### src/rtl/imm_gen.sv
// Purpose: decode-stage RISC-V immediate generator; sign-extends the immediate field chosen by InstFormat.
// Latency: 1 cycle from an accepted input (in_valid high at a rising edge) to Imm/out_valid.
// Backpressure: none; accepts one instruction per cycle, and bubbles hold Imm while out_valid drops.

package imm_gen_pkg;
    localparam logic [2:0] InstFormat_R  = 3'd0;
    localparam logic [2:0] InstFormat_I  = 3'd1;
    localparam logic [2:0] InstFormat_S  = 3'd2;
    localparam logic [2:0] InstFormat_SB = 3'd3;
    localparam logic [2:0] InstFormat_U  = 3'd4;
    localparam logic [2:0] InstFormat_UJ = 3'd5;
endpackage

module imm_gen
    import imm_gen_pkg::*;
(
    input  logic        clk,
    input  logic        rst_n,
    input  logic [2:0]  InstFormat,
    input  logic [31:0] Inst,
    input  logic        in_valid,
    output logic [31:0] Imm,
    output logic        out_valid,
    output logic        fmt_err
);

    logic [31:0] imm_d;
    logic [31:0] imm_q;
    logic        illegal_d;
    logic        out_valid_q;
    logic        fmt_err_q;
    logic        s;

    // Inst[31] is the sign bit for every format.
    assign s = Inst[31];

    // Extract and sign-extend the immediate; the opcode bits play no part in format selection.
    always_comb begin
        imm_d     = 32'h0;
        illegal_d = 1'b0;
        case (InstFormat)
            InstFormat_R:  imm_d = 32'h0;
            InstFormat_I:  imm_d = {{20{s}}, Inst[31:20]};
            InstFormat_S:  imm_d = {{20{s}}, Inst[31:25], Inst[11:7]};
            InstFormat_SB: imm_d = {{19{s}}, Inst[31], Inst[7], Inst[30:25], Inst[11:8], 1'b0};
            InstFormat_U:  imm_d = {Inst[31:12], 12'b0};
            InstFormat_UJ: imm_d = {{11{s}}, Inst[31], Inst[19:12], Inst[20], Inst[30:21], 1'b0};
            default: begin
                imm_d     = 32'h0;
                illegal_d = 1'b1;
            end
        endcase
    end

    // Output registers: capture on in_valid, hold Imm across bubbles, and clear the valid and error flags.
    always_ff @(posedge clk or negedge rst_n) begin
        if (!rst_n) begin
            imm_q       <= 32'h0;
            out_valid_q <= 1'b0;
            fmt_err_q   <= 1'b0;
        end else if (in_valid) begin
            imm_q       <= imm_d;
            out_valid_q <= 1'b1;
            fmt_err_q   <= illegal_d;
        end else begin
            out_valid_q <= 1'b0;
            fmt_err_q   <= 1'b0;
        end
    end

    assign Imm       = imm_q;
    assign out_valid = out_valid_q;
    assign fmt_err   = fmt_err_q;

endmodule

### config.mk
export PLATFORM = sky130hd
export DESIGN_NAME = imm_gen
export DESIGN_NICKNAME = d
export VERILOG_FILES = /design/src/rtl/imm_gen.sv
export SDC_FILE = /design/constraint.sdc
export NUM_CORES = 1
export LEC_CHECK = 0
export CAP_MARGIN = 0
export CORE_UTILIZATION = 42
export CTS_CLUSTER_DIAMETER = 50
export CTS_CLUSTER_SIZE = 28
export DETAILED_ROUTE_END_ITERATION = 12
export PLACE_DENSITY = 0.8
export RECOVER_POWER = 25
export REMOVE_ABC_BUFFERS = 1
export SETUP_SLACK_MARGIN = 0.15
export SLEW_MARGIN = 0
export SYNTH_ARGS = -nofsm -noshare
export SYNTH_HDL_FRONTEND = slang
export SYNTH_SLANG_ARGS = --single-unit
### constraint.sdc
create_clock -name clk -period 0.8 [get_ports clk]
set_clock_uncertainty 0.1 [all_clocks]
set_input_delay 0.24 -clock clk [delete_from_list [all_inputs] [get_ports clk]]
set_output_delay 0.24 -clock clk [all_outputs]
set_load 0.02 [all_outputs]
* Word-level counts from Yosys, hierarchy flattened
Cells that the tools add are included.
Storage, ports and cells: flip-flop bits (word level) 34
Operators by class: eq/ne operators 5, multiplexer cells 4, reduce and logical (&&, ||, !) cells 2
Operators by type and width (number):
- case mux 32 bit (5 select lines) | 1
- equality test 3 x 2 -> 1 bit, second input constant | 2
- equality test 3 bit, second input constant | 2
- OR reduction 6 bit | 1
- equality test 3 x 1 -> 1 bit, second input constant | 1
- logical NOT 3 bit | 1
- two-way mux 1 bit | 3

* Depth between registers and ports, before layout
Gate-level depths: netlist of run 1.
depth in word-level cells 4, depth in mapped cells 6

* Worst setup path before layout of run 1
Ideal clock, no wire load.
kind input port to flip-flop, from input port InstFormat[1], to register imm_q[11] (netlist: Imm[11]), library setup time 0.140 ns, arrival time 1.074 ns, buffers on the path 2, stages 5, slack -0.514 ns, path through buf_2 -> or3_1 -> nand3_2 -> buf_4 -> o22ai_1
Between the ends: longest elaborated chain between the ends 2, elaborated cells between the ends (all ways) 6
Ends and longest elaborated chain:
- start: declaration | line 19 | input logic [2:0] InstFormat,
- equality test 3 bit, or another cell as far along | line 41 | case (InstFormat)
- case mux 32 bit (5 select lines) * | line 41
- end signal: assignment | line 62 | imm_q <= imm_d;
- end: declaration | line 28 | logic [31:0] imm_q;
Mark *: on every way between the ends. The rest lies on a longest branch, timed or not. A chain may end at the register's enable or synchronous reset.

* Worst setup path in the final report of run 1
from register imm_q[23] (netlist: Imm[23]), to output port Imm[23]
RTL lines:
- end: declaration | line 22 | output logic [31:0] Imm,
No word-level cell between the ends.

==> impl_metrics.csv, run 1 <==
group,metric,value,unit
synthesis,synthTopCellsByArea,"dfrtp_1 (52%), o22ai_2 (7.7%), inv_1 (6.7%)",
power,totalPowerFinal,5.04,mW
placement,dpl.hpwl,2830,um
synthesis,synth-seq-cells,34,
global_routing,grt_max_degree,35,
die,start_util,44.3,%
critical_path,arrival,850,ps
critical_path,slowest_delay,410,ps
critical_path,critPathBufInv,1,
timing,finalMaxSlewViolations,0,
timing,hold_viol,0,
power,combPwrFrac,34.5,%
synthesis,synth_area_leader_cell,"dfrtp_1",
routing,drt_wl_total,5670,um
global_routing,antenna_found_initial,0,
synthesis,synth_edf_count,0,
die,core_area,0.00369,mm^2
global_routing,grt_util_all_layers,26.6,%
finish,area_delta_synth_final,94.2,%
power,power_frac_seq,39.4,%
synthesis,ys.flop_type,"dfrtp_1",
critical_path,critPathTopFamily,"flip-flops",
synthesis,synthCells,160,
die,die_w,64.4,um
timing,fmax,842,MHz
placement,pre_cts_slack,-1050,ps
critical_path,cp_cell_sequence,"buf_6",
placement,port_buffers,64,
global_routing,grt.overflow.total,0,
run,cap_violations,0,
clock_network,cts_root_buf,"clkbuf_8",
timing,fin_setup_tns,-19540,ps
routing,ant_nets,0,
power,p_switching,1.55,mW
die,fp.dieH,64.4,um
routing,via_count,1629,
finish,final_net_count,301,
die,placementRows,22,
synthesis,syn_area,0.00164,mm^2
synthesis,syn_area_per_cell,10.2,um^2
timing,setup_viol_count_final,66,
critical_path,crit_type,"flop to output port",
timing,worst_slew_pin_slew,347,ps
timing,hold-worst-slack,215,ps
routing,first_pass_iters,5,
synthesis,seq_area_frac_synth,52.0,%
clock_network,cts_tree,"built",
synthesis,yosysWarnings,0,
clock_network,cts_inserted_buffers,5,
hold_path,min_path_type,"input port to asynchronous set/reset pin",
global_routing,grt_pass1_wl,8070,um
synthesis,yosys.cell_types.count,25,
synthesis,synth_top_area_share,52.0,%
status,violations,"negative setup slack",
power,powerDensity,1590,mW/mm^2
clock_network,cts.htree.levels,2,
power,vdd_ir_drop_max,0.00126,V
routing,drc_errors,0,
finish,fin_cells,312,
placement,place_area,0.00248,mm^2
timing,relSlewSlack,76.9,%
critical_path,slowest_stage,"dfrtp_1",
routing,avgViaCountPerCell,5.22,
timing,fin_crit_sh,148,%
critical_path,worst_setup_path_end_kind,"output port",
timing,post-route-min-period,1190,ps
die,pin_count,72,
placement,routabilityCongestion,0.751,
power,p_leak,1.41,nW
routing,wire_per_inst,18.2,um
finish,finish.utilization,86.1,%
clock_network,clock_sinks,34,
routing,drt-initial-drc-count,100,
critical_path,crit_path_max_fanout,2,
clock_network,clock_latency,290,ps
clock_network,path_clk_slew,70,ps
finish,fin_area,0.00318,mm^2
power,switching_share,30.8,%
clock_network,cts_buffer_depth,2,
finish,drive_gt1_share,58.3,%
critical_path,worst_ep_required_time,460,ps
die,die-area,0.00415,mm^2
power,intPower,3.49,mW
critical_path,startpoint_type,"flop",
timing,rsz0062_at_grt,"yes",
global_routing,grt_pass1_vias,1576,
status,outcome,"complete, but fails checks",
power,pwr-share-clk,26.1,%
placement,place_inst,281,
timing,setup_ws,-387,ps
clock_network,cts_hold_buf,0,
finish,antenna_cells,0,
synthesis,async_reset_ff_share,100,%
[per-layer routing]
layer	global-route usage [%]	up-vias	wire [um]
li1	-	751	-
met3	5.71	13	272
met1	31.8	805	2250
met2	45.7	60	3000
met5	0	-	0
met4	11.7	0	144
[area by class of cell]
type                            instances  area [um^2]
Inverter                               29          109
Tap cell                               48         60.1
Clock buffer                            7         86.3
Fill cell                             191          513
Clock inverter                          1         5.00
Timing Repair Buffer                  106         1180
Sequential cell                        34          851
Multi-Input combinational cell         87          883
[placed cells by master, fill, tap and decap left out, drive strengths merged]
master and instances:
nor2b 1, clkdlybuf4s50 19, nand3b 1, xor2 1, nand3 2, inv 29
a22oi 4, and2b 4, nor2 5, or3 1, o21ai 7, a21oi 24
o22ai 22, nand2 9, clkinv 1, dfrtp 34, and3 2, clkbuf 10
nor3 1, dlygate4sd2 7, o21a 3, buf 77
[path summary, 6_finish.rpt]
check                                    start                  end  slack, ps  depth (start not counted)
setup reg to reg           Imm[15]$_DFFE_PN0P_  Imm[15]$_DFFE_PN0P_       -170                          4
hold reg to reg             Imm[6]$_DFFE_PN0P_   Imm[6]$_DFFE_PN0P_        430                          2
setup / recovery           Imm[23]$_DFFE_PN0P_              Imm[23]       -390                          1
min in group clk                      in_valid  Imm[27]$_DFFE_PN0P_        240                          3
hold / removal                           rst_n   Imm[6]$_DFFE_PN0P_        210                          2
max in group asynchronous                rst_n  Imm[12]$_DFFE_PN0P_        140                          2
[cells by family after synthesis]
family / count (synthesis) / synth area share (%)
XOR/XNOR: 1 / 0.536
AND/OR/NAND/NOR: 25 / 8.57
flip-flops: 34 / 52.0
buffers and inverters: 40 / 11.6
AO/OA/AOI/OAI: 60 / 27.2
[synth_stat cells (3+ instances only)]
library cell,instances
o22ai_2,10
inv_1,29
dfrtp_1,34
a21oi_2,10
a22oi_1,4
buf_6,4
o21a_1,3
clkbuf_1,3
o21ai_1,7
a21oi_1,14
nand2_1,9
nor2_1,5
o22ai_1,12
[registers in the layout, indices dropped and copies added (netlist names)]
register,count
out_valid,1
Imm,32
fmt_err,1
[power groups by stage]
stage | Sequential [mW] | Clock [mW] | Combinational (mW)
after detailed placement | 1.98 | 0 | 1.26
after global placement | 1.97 | 0 | 1.25
final | 1.99 | 1.32 | 1.74
after CTS | 1.98 | 1.33 | 1.56
after floorplan | 2.16 | 0 | 0.323
after global routing | 2.00 | 1.43 | 1.82
[timing repair]
| action | 4_1_cts | 5_1_grt |
|---|---|---|
| buffers inserted | 9 | 8 |
| hold endpoints to repair | 0 | 0 |
| gates cloned | 4 | 2 |
| endpoints found under the setup margin | 68 | 67 |
| resized for setup | 289 | 25 |
| pin swaps | 42 | 16 |
Note: power is estimated with default switching activity, not from simulation.
==> run 2, diff against run 1 <==
CELL_PAD_IN_SITES_DETAIL_PLACEMENT = 2   (was default)
CELL_PAD_IN_SITES_GLOBAL_PLACEMENT = 2   (was default)
CORE_UTILIZATION = 24   (was 42)
PLACE_DENSITY = default   (was 0.8)
PLACE_DENSITY_LB_ADDON = 0.1   (was default)
==> impl_metrics.csv, run 2 (synthesis gave the netlist of run 1 again) <==
group,metric,value,unit
critical_path,critPathBufInv,1,
placement,port_buffers,64,
power,combPwrFrac,34.9,%
clock_network,cts_root_buf,"clkbuf_8",
finish,largest_reg_flops,32,
finish,final_cell_mix,"buf_6 (50), buf_4 (37), dfrtp_1 (34), inv_1 (28), clkdlybuf4s50_1 (18)",
status,violations,"design-rule violations, negative hold slack, negative setup slack",
global_routing,grt_util_all_layers,19.1,%
timing,hold-worst-slack,-90.6,ps
critical_path,arrival,870,ps
clock_network,cts_inserted_buffers,5,
finish,area_delta_synth_final,108,%
hold_path,min_path_type,"input port to asynchronous set/reset pin",
critical_path,rr_worst_depth,4,
critical_path,crit_path_max_fanout,2,
power,switching_share,31.5,%
power,powerDensity,1640,mW/mm^2
finish,layout_commonest_cell,"buf_6",
clock_network,clock_latency,290,ps
critical_path,critPathTopFamily,"flip-flops",
global_routing,grt_pass1_wl,10200,um
critical_path,slowest_delay,420,ps
routing,wire_per_inst,22.8,um
die,placementRows,29,
critical_path,r2r_start,"Imm[26]$_DFFE_PN0P_",
timing,fin_crit_sh,151,%
finish,fin_cells,358,
timing,finalMaxSlewViolations,0,
timing,fin_setup_tns,-22430,ps
clock_network,cts_buffer_depth,2,
critical_path,cp-startpoint,"Imm[23]$_DFFE_PN0P_",
routing,via_count,1738,
critical_path,r2r-end,"Imm[26]$_DFFE_PN0P_",
power,p_switching,1.75,mW
routing,drt_wl_total,8150,um
die,pin_count,72,
die,core_area,0.00646,mm^2
global_routing,grt_pass1_vias,1858,
finish,fin_area,0.00340,mm^2
placement,dpl.hpwl,3950,um
clock_network,cts.htree.levels,2,
routing,avgViaCountPerCell,4.85,
timing,fmax,827,MHz
placement,place_area,0.00247,mm^2
status,outcome,"complete, but fails checks",
power,intPower,3.80,mW
critical_path,crit_type,"flop to output port",
power,pwr-share-clk,29.2,%
routing,drc_errors,6,
routing,drt-initial-drc-count,32,
critical_path,worst_setup_path_end_kind,"output port",
finish,drive_gt1_share,63.0,%
global_routing,grt.overflow.total,0,
timing,post-route-min-period,1210,ps
finish,final_net_count,318,
run,cap_violations,0,
die,fp.dieH,84.5,um
die,start_util,25.3,%
power,vdd_ir_drop_max,0.000891,V
timing,setup_viol_count_final,66,
global_routing,antenna_found_initial,0,
die,die-area,0.00715,mm^2
critical_path,startpoint_type,"flop",
power,p_leak,1.49,nW
timing,hold_viol,34,
clock_network,cts_tree,"built",
critical_path,worst_ep_required_time,460,ps
placement,place_inst,308,
power,power_frac_seq,35.9,%
critical_path,cp_cell_sequence,"buf_6",
timing,worst_slew_pin_slew,509,ps
timing,rsz0062_at_grt,"yes",
power,totalPowerFinal,5.55,mW
finish,antenna_cells,0,
critical_path,slowest_stage,"dfrtp_1",
critical_path,reg2reg_setup_slack,-240,ps
global_routing,grt_max_degree,35,
timing,setup_ws,-409,ps
clock_network,path_clk_slew,80,ps
placement,routabilityCongestion,0.686,
die,die_w,84.5,um
timing,relSlewSlack,66.1,%
routing,ant_nets,0,
placement,pre_cts_slack,-1110,ps
finish,nFillCells,637,
routing,first_pass_iters,8,
clock_network,clock_sinks,34,
## run 2: routing by layer
layer | routed length [um] | vias up | GRT usage, %
met4 | 202 | 0 | 5.55
met3 | 335 | 12 | 5.11
met1 | 3110 | 885 | 21.7
li1 | - | 783 | -
met2 | 4510 | 58 | 34.8
met5 | 0 | - | 0
## run 2: repair_timing
item                                    4_1_cts  5_1_grt
buffers inserted                             19       21
cloned                                        2        0
endpoints found under the hold margin        34       34
endpoints found under the setup margin       67       67
pin swaps                                    44       23
resized for setup                           282       35
## run 2: power by group through the flow
stage	Clock (mW)	Sequential [mW]	Combinational [mW]
floorplan	0	2.16	0.323
global placement	0	1.98	1.23
detailed placement	0	1.99	1.27
CTS	1.66	1.98	1.61
global route	1.75	2.01	2.04
finish	1.62	1.99	1.94
## run 2: worst max-delay path by stage
| stage | depth (start not counted) | end | slack, ps |
|---|---|---|---|
| final | 1 | Imm[23] | -410 |
| after detailed placement | 6 | Imm[17]$_DFFE_PN0P_ | -1110 |
| after global routing | 1 | Imm[23] | -440 |
| after global placement | 6 | Imm[18]$_DFFE_PN0P_ | -1030 |
| after CTS | 1 | Imm[23] | -410 |
| after floorplan | 3 | Imm[11]$_DFFE_PN0P_ | -490 |
## run 2: cell type report
type	count	area, um^2	area share [%]
clock buffers	7	76.3	2.25
clock inverters	1	30.0	0.884
inverters	29	109	3.21
multi-input cells	87	963	28.4
flip-flops and latches	34	851	25.1
well taps	77	96.3	2.84
repair buffers	123	1270	37.4
## run 2: per-stage QoR
stage | utilization, % | hold slack [ps]
2_1_floorplan | - | -156
3_3_place_gp | 38.2 | 114
3_5_place_dp | 38.2 | 119
4_1_cts | 47.2 | -204
5_1_grt | 52.6 | -57.8
6_report | 52.6 | -90.6
==> run 3, diff against run 2 <==
CTS_CLUSTER_SIZE = default   (was 28)
SLEW_MARGIN = 40   (was 0)
==> results of run 3 <==
The final DEF is identical to that of run 2; final timing and power are the same.
